[src/rtl/au_seq_pkg.sv]
// Shared constants for the AU operand sequencer: one-hot state indices,
// LED phase codes, default timing values and a counter-width helper.
package au_seq_pkg;

  localparam int NUM_STATES = 7;

  localparam int S_WAIT_A = 0;
  localparam int S_LOAD_A = 1;
  localparam int S_WAIT_B = 2;
  localparam int S_LOAD_B = 3;
  localparam int S_SETTLE = 4;
  localparam int S_LOAD_O = 5;
  localparam int S_SHOW   = 6;

  localparam logic [NUM_STATES-1:0] ONEHOT_WAIT_A = 7'b000_0001;

  typedef enum logic [2:0] {
    PH_WAIT_A = 3'd0,
    PH_LOAD_A = 3'd1,
    PH_WAIT_B = 3'd2,
    PH_LOAD_B = 3'd3,
    PH_SETTLE = 3'd4,
    PH_LOAD_O = 3'd5,
    PH_SHOW   = 3'd6
  } phase_e;

  localparam int DEFAULT_SETTLE_CYCLES   = 2;
  localparam int DEFAULT_DEBOUNCE_CYCLES = 16;

  // Bits needed to hold values 0..max_count, never less than one.
  function automatic int cnt_width(input int max_count);
    return (max_count < 1) ? 1 : $clog2(max_count + 1);
  endfunction

endpackage

[src/rtl/enter_conditioner.sv]
// Turns the raw enter button into a one-cycle enter_pulse: 2-flop synchronizer,
// optional debounce (macro AU_SEQ_DEBOUNCE_EN) and rising-edge detect.
module enter_conditioner
  import au_seq_pkg::*;
#(
  parameter int DEBOUNCE_CYCLES = DEFAULT_DEBOUNCE_CYCLES
) (
  input  logic clk,
  input  logic rst,
  input  logic enter_raw,
  output logic enter_pulse
);

  logic       sync1_q, sync1_d;
  logic       sync2_q, sync2_d;
  logic       prev_q, prev_d;
  logic [1:0] armed_q, armed_d;
  logic       level;

`ifdef AU_SEQ_DEBOUNCE_EN
  localparam int DW = cnt_width(DEBOUNCE_CYCLES - 1);
  localparam logic [DW-1:0] DB_LAST = DW'(DEBOUNCE_CYCLES - 1);

  logic          deb_q, deb_d;
  logic [DW-1:0] db_cnt_q, db_cnt_d;

  // Resetting high keeps a button held through reset from looking like a press.
  always_comb begin
    deb_d    = deb_q;
    db_cnt_d = '0;
    if (sync2_q != deb_q) begin
      if (db_cnt_q == DB_LAST) begin
        deb_d = sync2_q;
      end else begin
        db_cnt_d = db_cnt_q + 1'b1;
      end
    end
  end

  always_ff @(posedge clk or posedge rst) begin
    if (rst) begin
      deb_q    <= 1'b1;
      db_cnt_q <= '0;
    end else begin
      deb_q    <= deb_d;
      db_cnt_q <= db_cnt_d;
    end
  end

  assign level = deb_q;
`else
  assign level = sync2_q;
`endif

  // The reset zeros in the synchronizer are not real samples, so the edge
  // detector only starts tracking once they have been flushed out.
  always_comb begin
    sync1_d     = enter_raw;
    sync2_d     = sync1_q;
    armed_d     = {armed_q[0], 1'b1};
    prev_d      = armed_q[1] ? level : 1'b1;
    enter_pulse = level & ~prev_q;
  end

  always_ff @(posedge clk or posedge rst) begin
    if (rst) begin
      sync1_q <= 1'b0;
      sync2_q <= 1'b0;
      prev_q  <= 1'b1;
      armed_q <= 2'b00;
    end else begin
      sync1_q <= sync1_d;
      sync2_q <= sync2_d;
      prev_q  <= prev_d;
      armed_q <= armed_d;
    end
  end

endmodule

[src/rtl/au_operand_sequencer.sv]
// Sequences load strobes for the AU's A, B and result registers from one enter
// button; debounce is included when AU_SEQ_DEBOUNCE_EN is defined.
module au_operand_sequencer
  import au_seq_pkg::*;
#(
  parameter int SETTLE_CYCLES   = DEFAULT_SETTLE_CYCLES,
  parameter int DEBOUNCE_CYCLES = DEFAULT_DEBOUNCE_CYCLES
) (
  input  logic       CLK,
  input  logic       CLR,
  input  logic       enter,
  input  logic       opSelect,
  output logic       loadA,
  output logic       loadB,
  output logic       loadO,
  output logic       addSub,
  output logic       busy,
  output logic [2:0] phase
);

  localparam int SW = cnt_width(SETTLE_CYCLES - 1);
  localparam logic [SW-1:0] SETTLE_LOAD = SW'(SETTLE_CYCLES - 1);

  logic                  enter_pulse;
  logic [NUM_STATES-1:0] state_q, state_d;
  logic [SW-1:0]         settle_q, settle_d;
  logic                  add_sub_q, add_sub_d;

  enter_conditioner #(
    .DEBOUNCE_CYCLES(DEBOUNCE_CYCLES)
  ) u_enter_conditioner (
    .clk        (CLK),
    .rst        (CLR),
    .enter_raw  (enter),
    .enter_pulse(enter_pulse)
  );

  always_ff @(posedge CLK or posedge CLR) begin
    if (CLR) begin
      state_q   <= ONEHOT_WAIT_A;
      settle_q  <= '0;
      add_sub_q <= 1'b0;
    end else begin
      state_q   <= state_d;
      settle_q  <= settle_d;
      add_sub_q <= add_sub_d;
    end
  end

  // Presses arriving outside the WAIT_A/WAIT_B/SHOW states are dropped.
  always_comb begin
    state_d   = '0;
    settle_d  = settle_q;
    add_sub_d = add_sub_q;
    if (state_q[S_WAIT_A]) begin
      if (enter_pulse) state_d[S_LOAD_A] = 1'b1;
      else             state_d[S_WAIT_A] = 1'b1;
    end else if (state_q[S_LOAD_A]) begin
      state_d[S_WAIT_B] = 1'b1;
    end else if (state_q[S_WAIT_B]) begin
      if (enter_pulse) begin
        state_d[S_LOAD_B] = 1'b1;
        add_sub_d         = opSelect;
      end else begin
        state_d[S_WAIT_B] = 1'b1;
      end
    end else if (state_q[S_LOAD_B]) begin
      state_d[S_SETTLE] = 1'b1;
      settle_d          = SETTLE_LOAD;
    end else if (state_q[S_SETTLE]) begin
      if (settle_q == '0) begin
        state_d[S_LOAD_O] = 1'b1;
      end else begin
        state_d[S_SETTLE] = 1'b1;
        settle_d          = settle_q - 1'b1;
      end
    end else if (state_q[S_LOAD_O]) begin
      state_d[S_SHOW] = 1'b1;
    end else if (state_q[S_SHOW]) begin
      if (enter_pulse) state_d[S_LOAD_A] = 1'b1;
      else             state_d[S_SHOW]   = 1'b1;
    end else begin
      state_d[S_WAIT_A] = 1'b1;
    end
  end

  always_comb begin
    loadA  = state_q[S_LOAD_A];
    loadB  = state_q[S_LOAD_B];
    loadO  = state_q[S_LOAD_O];
    busy   = state_q[S_LOAD_A] | state_q[S_LOAD_B] | state_q[S_SETTLE] | state_q[S_LOAD_O];
    addSub = add_sub_q;
    phase  = PH_WAIT_A;
    if      (state_q[S_LOAD_A]) phase = PH_LOAD_A;
    else if (state_q[S_WAIT_B]) phase = PH_WAIT_B;
    else if (state_q[S_LOAD_B]) phase = PH_LOAD_B;
    else if (state_q[S_SETTLE]) phase = PH_SETTLE;
    else if (state_q[S_LOAD_O]) phase = PH_LOAD_O;
    else if (state_q[S_SHOW])   phase = PH_SHOW;
  end

endmodule
[config.mk]
export PLATFORM = sky130hd
export DESIGN_NAME = au_operand_sequencer
export DESIGN_NICKNAME = d
export VERILOG_FILES = /design/src/rtl/au_seq_pkg.sv /design/src/rtl/enter_conditioner.sv /design/src/rtl/au_operand_sequencer.sv
export SDC_FILE = /design/constraint.sdc
export NUM_CORES = 1
export LEC_CHECK = 0
export CORE_AREA = 5 5 42 44
export CTS_CLUSTER_SIZE = 10
export DETAILED_ROUTE_END_ITERATION = 16
export DIE_AREA = 0 0 47 49
export PLACE_DENSITY = 0.74
export SETUP_SLACK_MARGIN = 0.2
export SYNTH_ARGS = -nofsm -noshare
export SYNTH_HDL_FRONTEND = slang
export SYNTH_SLANG_ARGS = --single-unit
export TNS_END_PERCENT = 50
[constraint.sdc]
create_clock -name CLK -period 1.46 [get_ports CLK]
set_clock_uncertainty 0.15 [all_clocks]
set_input_delay 0.292 -clock CLK [delete_from_list [all_inputs] [get_ports CLK]]
set_output_delay 0.292 -clock CLK [all_outputs]
set_load 0.05 [all_outputs]
==> summary.md, run 1 <==
| Metric | Value |
|---|---|
| Outcome | `complete, but fails checks` |
| Failing checks | `setup timing` |
| Clock sinks | `14` |
| Die area | `2303 µm²` |
| Worst-Skew Late Latency | `270 ps` |
| Seq/Total Area, Yosys | `63.37%` |
| Crit-path max FO | `6` |
| Iter 0 DRT Violations | `5` |
| Fin crit period | `1745 ps` |
| I/O Buffers | `11` |
| Antenna Nets Post-Route | `0` |
| Clock group share of total power | `22.6%` |
| Final cell count without fillers | `97` |
| Switching share of total power | `29.95%` |
| Hold WC Path Type | `in -> async` |
| Vias in the first global route | `552` |
| Setup TNS | `-1523 ps` |
| CTS buffer count | `3` |
| Fill count | `87` |
| Sw Pwr | `0.2898 mW` |
| Endpoint class of the critical path | `output port` |
| Clock tree from TritonCTS | `yes` |
| Post-DP Area | `883.3 µm²` |
| Cell-internal power | `0.6779 mW` |
| H-Tree Depth | `1` |
| Max rail drop VDD | `0.7849 mV` |
| TritonRoute pass-1 iters | `4` |
| Vias post-DR | `479` |
| Cell variety after synth | `19` |
| Finished Cell Area | `1033 µm²` |
| Final hold vios | `0` |
| Final WL | `1423 µm` |
| DP HPWL | `884.4 µm` |
| Die Span X | `47 µm` |
| Critical Path RT | `1020 ps` |
| Setup violators final | `9` |
| Met1 usage | `18.59%` |
| Area growth from synthesis to layout | `85.62%` |
| CTS clk-pin slew, worst paths | `80 ps` |
| Setup CP Type | `reg -> out` |
| Global-route wire length before repair | `2401 µm` |
| Met2 GRT Util | `23.30%` |
| Placer Congestion | `0.8223` |
| Startpoint Class | `register` |
| DR vias/cell | `4.938` |
| Syn avg cell area | `11.85 µm²` |
| Syn Inst Count | `47` |
| Die Y | `49 µm` |
| RSZ-0062 raised after global routing | `true` |
| DRC | `0` |
| Warning count from the yosys run | `0` |
| Initial antenna violation count | `0` |
| Global route overflow | `0` |
| Max-Cap Viols | `0` |
| F_max | `573.1 MHz` |
| Largest net degree at the start of global routing | `15` |
| Synthesized area | `556.8 µm²` |
| Cell count after placement | `84` |
| Std cell rows | `14` |
| Clk root buf | `clkbuf_4` |
| Initial Util | `39.73%` |
| Gr busiest metal | `met2` |
| PwrDens | `936.4 nW/µm²` |
| CP Cell Sequence | `a211oi_2 -> nor2_4 -> buf_12` |
| Met3 Track Usage GR | `1.107%` |
| Final WS setup | `-284.8 ps` |
| Core Area | `1401 µm²` |
| Combinational Power Share | `27.7%` |
| Gr usage total | `14.60%` |
| Diodes inserted | `0` |
| P_leak | `0.4782 nW` |
| Period utilisation layout | `119.5%` |
| Slew Limit Fails | `0` |
| Worst stage delay on the critical path | `470 ps` |
| Share of layout cells above drive strength 1 | `62.96%` |
| Syn_nets | `51` |
| Sequential Power Share | `49.7%` |
| Crit path DAT | `1300 ps` |
| Seq cells post-synth | `14` |
| WL per Instance | `14.67 µm` |
| Total Nets Final | `86` |
| Ports | `12` |
| CTS Buffer Depth | `2` |
| Critical path's slowest cell | `dfrtp_2` |
-- metrics by stage --
stage	worst slack (ps)	power [mW]	util, %	hold slack (ps)
2_1_floorplan	-106.2	0.6104	-	29.67
3_3_place_gp	23.37	0.7054	63.04	182.6
3_5_place_dp	10.96	0.7112	63.04	190.3
4_1_cts	-278.0	0.9674	71.43	142.6
5_1_grt	-352.9	1.017	73.75	159.1
6_report	-284.8	0.9678	73.75	150.2
-- final timing paths --
| path | start | end | slack (ps) | cells past startpoint |
|---|---|---|---|---|
| min in group CLK | u_enter_conditioner.armed_q[0] | u_enter_conditioner.armed_q[1] | 200 | 0 |
| worst min register to register | u_enter_conditioner.armed_q[0] | u_enter_conditioner.armed_q[1] | 200 | 0 |
| worst max register to register | state_q[1] | settle_q | -80 | 4 |
| worst max-delay path | state_q[2] | phase[1] | -280 | 3 |
| worst min-delay path | CLR | u_enter_conditioner.sync1_q | 150 | 3 |
| max in group asynchronous | CLR | state_q[0] | 770 | 3 |
-- registers in the layout (all words and copies together) (netlist names) --
| register | count |
|---|---|
| state_q | 7 |
| u_enter_conditioner.armed_q | 2 |
| u_enter_conditioner.sync1_q | 1 |
| u_enter_conditioner.prev_q | 1 |
| addSub | 1 |
| settle_q | 1 |
| u_enter_conditioner.level | 1 |
-- cell type report --
class	instances	area, µm²	area share [%]
multi-input cells	31	267.8	25.91
repair buffers	30	350.3	33.90
clock buffers	4	26.28	2.542
inverters	2	7.507	0.7264
well taps	16	20.02	1.937
flip-flops and latches	14	361.6	34.99
-- worst max-delay path, delay by kind of cell (launching register included) --
kind	cells	cell delay, ps
flip-flops	1	470
AO/OA/AOI/OAI	1	330
buffers and inverters	1	150
AND/OR/NAND/NOR	1	80
-- cell families (layout without fill, tap and decap cells) --
logic type             after synthesis  after routing  share of synthesized area, %
and+or+nand+nor                     20             20                         22.69
other                                1              1                        0.6735
DFF                                 14             14                         63.37
AOI/OAI and AO/OA                    9              9                         9.889
muxes                                1              1                         2.022
buffers and inverters                2             36                         1.349
-- routing by layer --
| layer | part of all wire [%] | up-vias |
|---|---|---|
| li1 | - | 229 |
| met1 | 44 | 236 |
| met2 | 52 | 12 |
| met3 | 2.5 | 2 |
| met4 | 2.0 | 0 |
| met5 | 0 | - |
-- synthesized netlist by cell type, drive strengths merged --
cell	n	share of area [%]
dfrtp	12	54
nor2	5	3.4
nor3	5	5.4
a21oi	4	3.6
nand2	4	2.7
nand2b	3	4.7
dfstp	2	9.4
inv	2	1.3
nor2b	2	2.2
a211oi	1	1.3
a22o	1	1.6
a31oi	1	1.1
conb	1	0.67
mux2	1	2.0
nor4b	1	4.3
o21ai	1	0.90
o21bai	1	1.3
-- power by group through the flow --
| stage | Combinational (mW) | Sequential, mW | Clock, mW |
|---|---|---|---|
| 5_1_grt | 0.283 | 0.487 | 0.247 |
| 3_5_place_dp | 0.227 | 0.484 | 0 |
| 2_1_floorplan | 0.116 | 0.495 | 0 |
| 6_report | 0.268 | 0.481 | 0.219 |
| 3_3_place_gp | 0.222 | 0.484 | 0 |
| 4_1_cts | 0.258 | 0.477 | 0.232 |
-- cells in the final DEF, fill, tap and decap left out --
master / synthesis / routed
nor2b_1: 2 / 1
a211oi_2: 0 / 1
nand2b_1: 2 / 1
buf_6: 0 / 6
nor2b_4: 0 / 1
a31oi_1: 1 / 1
nor3_1: 4 / 2
buf_8: 0 / 1
clkbuf_4: 0 / 3
buf_4: 0 / 13
conb_1: 1 / 1
nor4b_4: 1 / 1
nor2_1: 5 / 2
nor3_2: 1 / 2
clkdlybuf4s50_1: 0 / 3
dfrtp_4: 0 / 1
dfrtp_1: 12 / 7
dfstp_2: 2 / 2
o21bai_4: 0 / 1
inv_1: 2 / 2
mux2_4: 0 / 1
dfrtp_2: 0 / 4
nand2_1: 4 / 3
nand2b_4: 1 / 2
nor2_4: 0 / 2
a22o_1: 1 / 1
clkbuf_1: 0 / 1
nand2_2: 0 / 1
buf_12: 0 / 7
o21ai_1: 0 / 1
a21oi_1: 4 / 4
nor3_4: 0 / 1
nor2_2: 0 / 1
-- timing repair --
action,CTS,global route
endpoints found under the hold margin,0,0
gates resized for setup,10,6
pin swaps,3,1
setup endpoints to repair,12,15
hold buffers,0,0
setup buffers,7,2
Power figures use the tool's default switching activity.
==> run 2: changes to the inputs <==
CTS_BUF_LIST = sky130_fd_sc_hd__clkbuf_16   (was default)
HOLD_SLACK_MARGIN = 0.06   (was default)
==> run 2 against run 1 <==
  * The run still ends with setup timing left
  * Critical path depth unchanged
  * First-iteration DRC count grew to 2.6 times the previous value
  * Sequential share of layout area shrank 2.4 points
  * Fmax rose by 1.9%
  * Wire length up 25%
  * Sequential power up 3%
  * Clock-buffer cell count is 1 lower
  * Clock power grew 140%
  * Final area rose by 7.5%
  * Register-to-register slack got worse by 110 ps
  * Largest power group is now the clock network
==> summary.md, run 2 (synthesized netlist as in run 1, its figures left out) <==
| Metric | Value |
|---|---|
| Util after Layout | `79.29% (was 73.75%)` |
| Critical Path RT | `1020 ps (about the same)` |
| WL per Instance | `18.14 µm (was 14.67 µm)` |
| Largest net degree at the start of global routing | `15 (unchanged)` |
| Switching share of total power | `27.39% (was 29.95%)` |
| RR Startpoint | `state_q[1] (unchanged)` |
| Worst-Skew Late Latency | `240 ps (was 270 ps)` |
| Initial antenna violation count | `0 (unchanged)` |
| Share of layout cells above drive strength 1 | `64.63% (was 62.96%)` |
| Failing checks | `setup timing (unchanged)` |
| CP Cell Sequence | `nor3_4 -> nor2b_4 -> buf_12 (was a211oi_2 -> nor2_4 -> buf_12)` |
| Max-Cap Viols | `0 (unchanged)` |
| Gr usage total | `16.98% (was 14.60%)` |
| Crit-path max FO | `5 (was 6)` |
| Period utilisation layout | `117.3% (was 119.5%)` |
| Clock tree from TritonCTS | `yes (unchanged)` |
| Hold WC Path Type | `reg -> reg (was in -> async)` |
| Critical path buffers and inverters | `1 (unchanged)` |
| Critical Path Start | `state_q[2] (unchanged)` |
| Worst hold slack | `193.8 ps (was 150.2 ps)` |
| Hold Crit Start | `u_enter_conditioner.sync1_q` |
| P_leak | `0.5126 nW (was 0.4782 nW)` |
| CTS clk-pin slew, worst paths | `50 ps (was 80 ps)` |
| DR vias/cell | `5.153 (was 4.938)` |
| Outcome | `complete, but fails checks (unchanged)` |
| TritonRoute pass-1 iters | `4 (unchanged)` |
| DP HPWL | `884.4 µm (unchanged)` |
| Ports | `12 (unchanged)` |
| Global route overflow | `0 (unchanged)` |
| Slew Limit Fails | `0 (unchanged)` |
| Finished Cell Area | `1111 µm² (was 1033 µm²)` |
| Initial Util | `39.73% (unchanged)` |
| Crit path DAT | `1270 ps (was 1300 ps)` |
| Biggest regs | `state_q x7, u_enter_conditioner.armed_q x2 (unchanged)` |
| Crit-path leading delay family | `flip-flops (unchanged)` |
| Final WS setup | `-252.8 ps (was -284.8 ps)` |
| Placer Congestion | `0.8223 (unchanged)` |
| Core Area | `1401 µm² (unchanged)` |
| Die area | `2303 µm² (unchanged)` |
| Fill count | `82 (was 87)` |
| Sw Pwr | `0.3664 mW (was 0.2898 mW)` |
| Post-DP Area | `883.3 µm² (unchanged)` |
| CTS Buffer Depth | `2 (unchanged)` |
| Die Y | `49 µm (unchanged)` |
| Final WL | `1778 µm (was 1423 µm)` |
| Commonest cells after routing, fill and taps aside | `buf_4 (13), dfrtp_1 (7), buf_12 (7), buf_6 (7) (was buf_4 (13), dfrtp_1 (7), buf_12 (7))` |
| PwrDens | `1204 nW/µm² (was 936.4 nW/µm²)` |
| Clock sinks | `14 (unchanged)` |
| CTS buffer count | `3 (unchanged)` |
| Clock group share of total power | `38.6% (was 22.6%)` |
| Combinational Power Share | `24.4% (was 27.7%)` |
| Seq. cell area | `361.6 µm² (unchanged)` |
| Cell-internal power | `0.9713 mW (was 0.6779 mW)` |
| Total power | `1.338 mW (was 0.9678 mW)` |
| Pre-CTS setup slack | `10.96 ps (unchanged)` |
| Antenna Nets Post-Route | `0 (unchanged)` |
| Global-route wire length before repair | `2594 µm (was 2401 µm)` |
| Iter 0 DRT Violations | `13 (was 5)` |
| Startpoint Class | `register (unchanged)` |
| Largest register by flop count | `state_q (unchanged)` |
| Setup CP Type | `reg -> out (unchanged)` |
| Worst stage delay on the critical path | `460 ps (was 470 ps)` |
| Sequential Power Share | `37.0% (was 49.7%)` |
| H-Tree Depth | `1 (unchanged)` |
| Final hold vios | `0 (unchanged)` |
| Clk root buf | `clkbuf_16 (was clkbuf_4)` |
| Area growth from synthesis to layout | `99.55% (was 85.62%)` |
| Max FFs per register | `7 (unchanged)` |
| Total Nets Final | `87 (was 86)` |
| I/O Buffers | `11 (unchanged)` |
| Max rail drop VDD | `0.8253 mV (was 0.7849 mV)` |
| Setup violators final | `9 (unchanged)` |
| Diodes inserted | `0 (unchanged)` |
| Commonest non-fill, non-tap cell in the layout | `buf_4 (unchanged)` |
| Vias in the first global route | `573 (was 552)` |
| RSZ-0062 raised after global routing | `true (unchanged)` |
| Fin crit period | `1713 ps (was 1745 ps)` |
| Die Span X | `47 µm (unchanged)` |
| Critical path's slowest cell | `dfrtp_2 (unchanged)` |
| F_max | `583.8 MHz (was 573.1 MHz)` |
| Area of the multi-input gates | `281.5 µm² (was 267.8 µm²)` |
| Endpoint class of the critical path | `output port (unchanged)` |
| Vias post-DR | `505 (was 479)` |
| DRC | `0 (unchanged)` |
| Std cell rows | `14 (unchanged)` |
[run 2: changes by cell type in the layout (fill, tap and decap cells not counted), sizes merged]
cell,before,now
inv,2,3
clkbuf,4,3
buf,27,28
[run 2: stage by stage]
step                setup TNS, ps  instances
floorplan                  -153.5         47
global placement                0         84
detailed placement              0         84
CTS                         -1003         93
global route                -1348         98
finish                      -1002         98
[run 2: repair_timing]
action,in CTS,in global routing
gates resized for setup,9,11
buffers inserted,5,5
hold buffers,0,0
setup endpoints to repair,11,15
pin swaps,3,3
[run 2: path summary, 6_finish.rpt]
path / end / slack, ps / depth (start not counted)
worst max-delay path: phase[2] / -250 / 3
worst min-delay path: u_enter_conditioner.level / 190 / 0
worst max register to register: addSub / -190 / 3
worst min register to register: u_enter_conditioner.level / 190 / 0
max in group asynchronous: state_q[0] / 710 / 3
min in group asynchronous: u_enter_conditioner.armed_q[1] / 210 / 3
[run 2: layout make-up]
class	count	share of cell area, %
sequential	14	32.54
timing repair buffer	31	32.54
multi-input combinational	31	25.34
clock buffer	3	6.757
tap	16	1.802
inverter	2	0.6757
clock inverter	1	0.3378
[run 2: power by group through the flow]
| stage | logic, mW | clock network (mW) | registers (mW) |
|---|---|---|---|
| after floorplan | 0.116 | 0 | 0.495 |
| after global placement | 0.222 | 0 | 0.484 |
| after detailed placement | 0.227 | 0 | 0.484 |
| after CTS | 0.258 | 0.526 | 0.479 |
| after global routing | 0.340 | 0.543 | 0.497 |
| final | 0.326 | 0.517 | 0.494 |
[run 2: per-layer routing]
| layer | up-vias | wire, µm | GRT usage, % |
|---|---|---|---|
| met5 | - | 0 | 0 |
| met4 | 0 | 55 | 12.90 |
| met3 | 4 | 110 | 6.642 |
| met2 | 19 | 891 | 23.76 |
| met1 | 254 | 721 | 20.00 |
| li1 | 228 | - | - |
==> run 3: changes to the inputs <==
SLEW_MARGIN = 20   (was default)
==> results of run 3 <==
Final layout, timing and power as in run 2 (identical DEF).
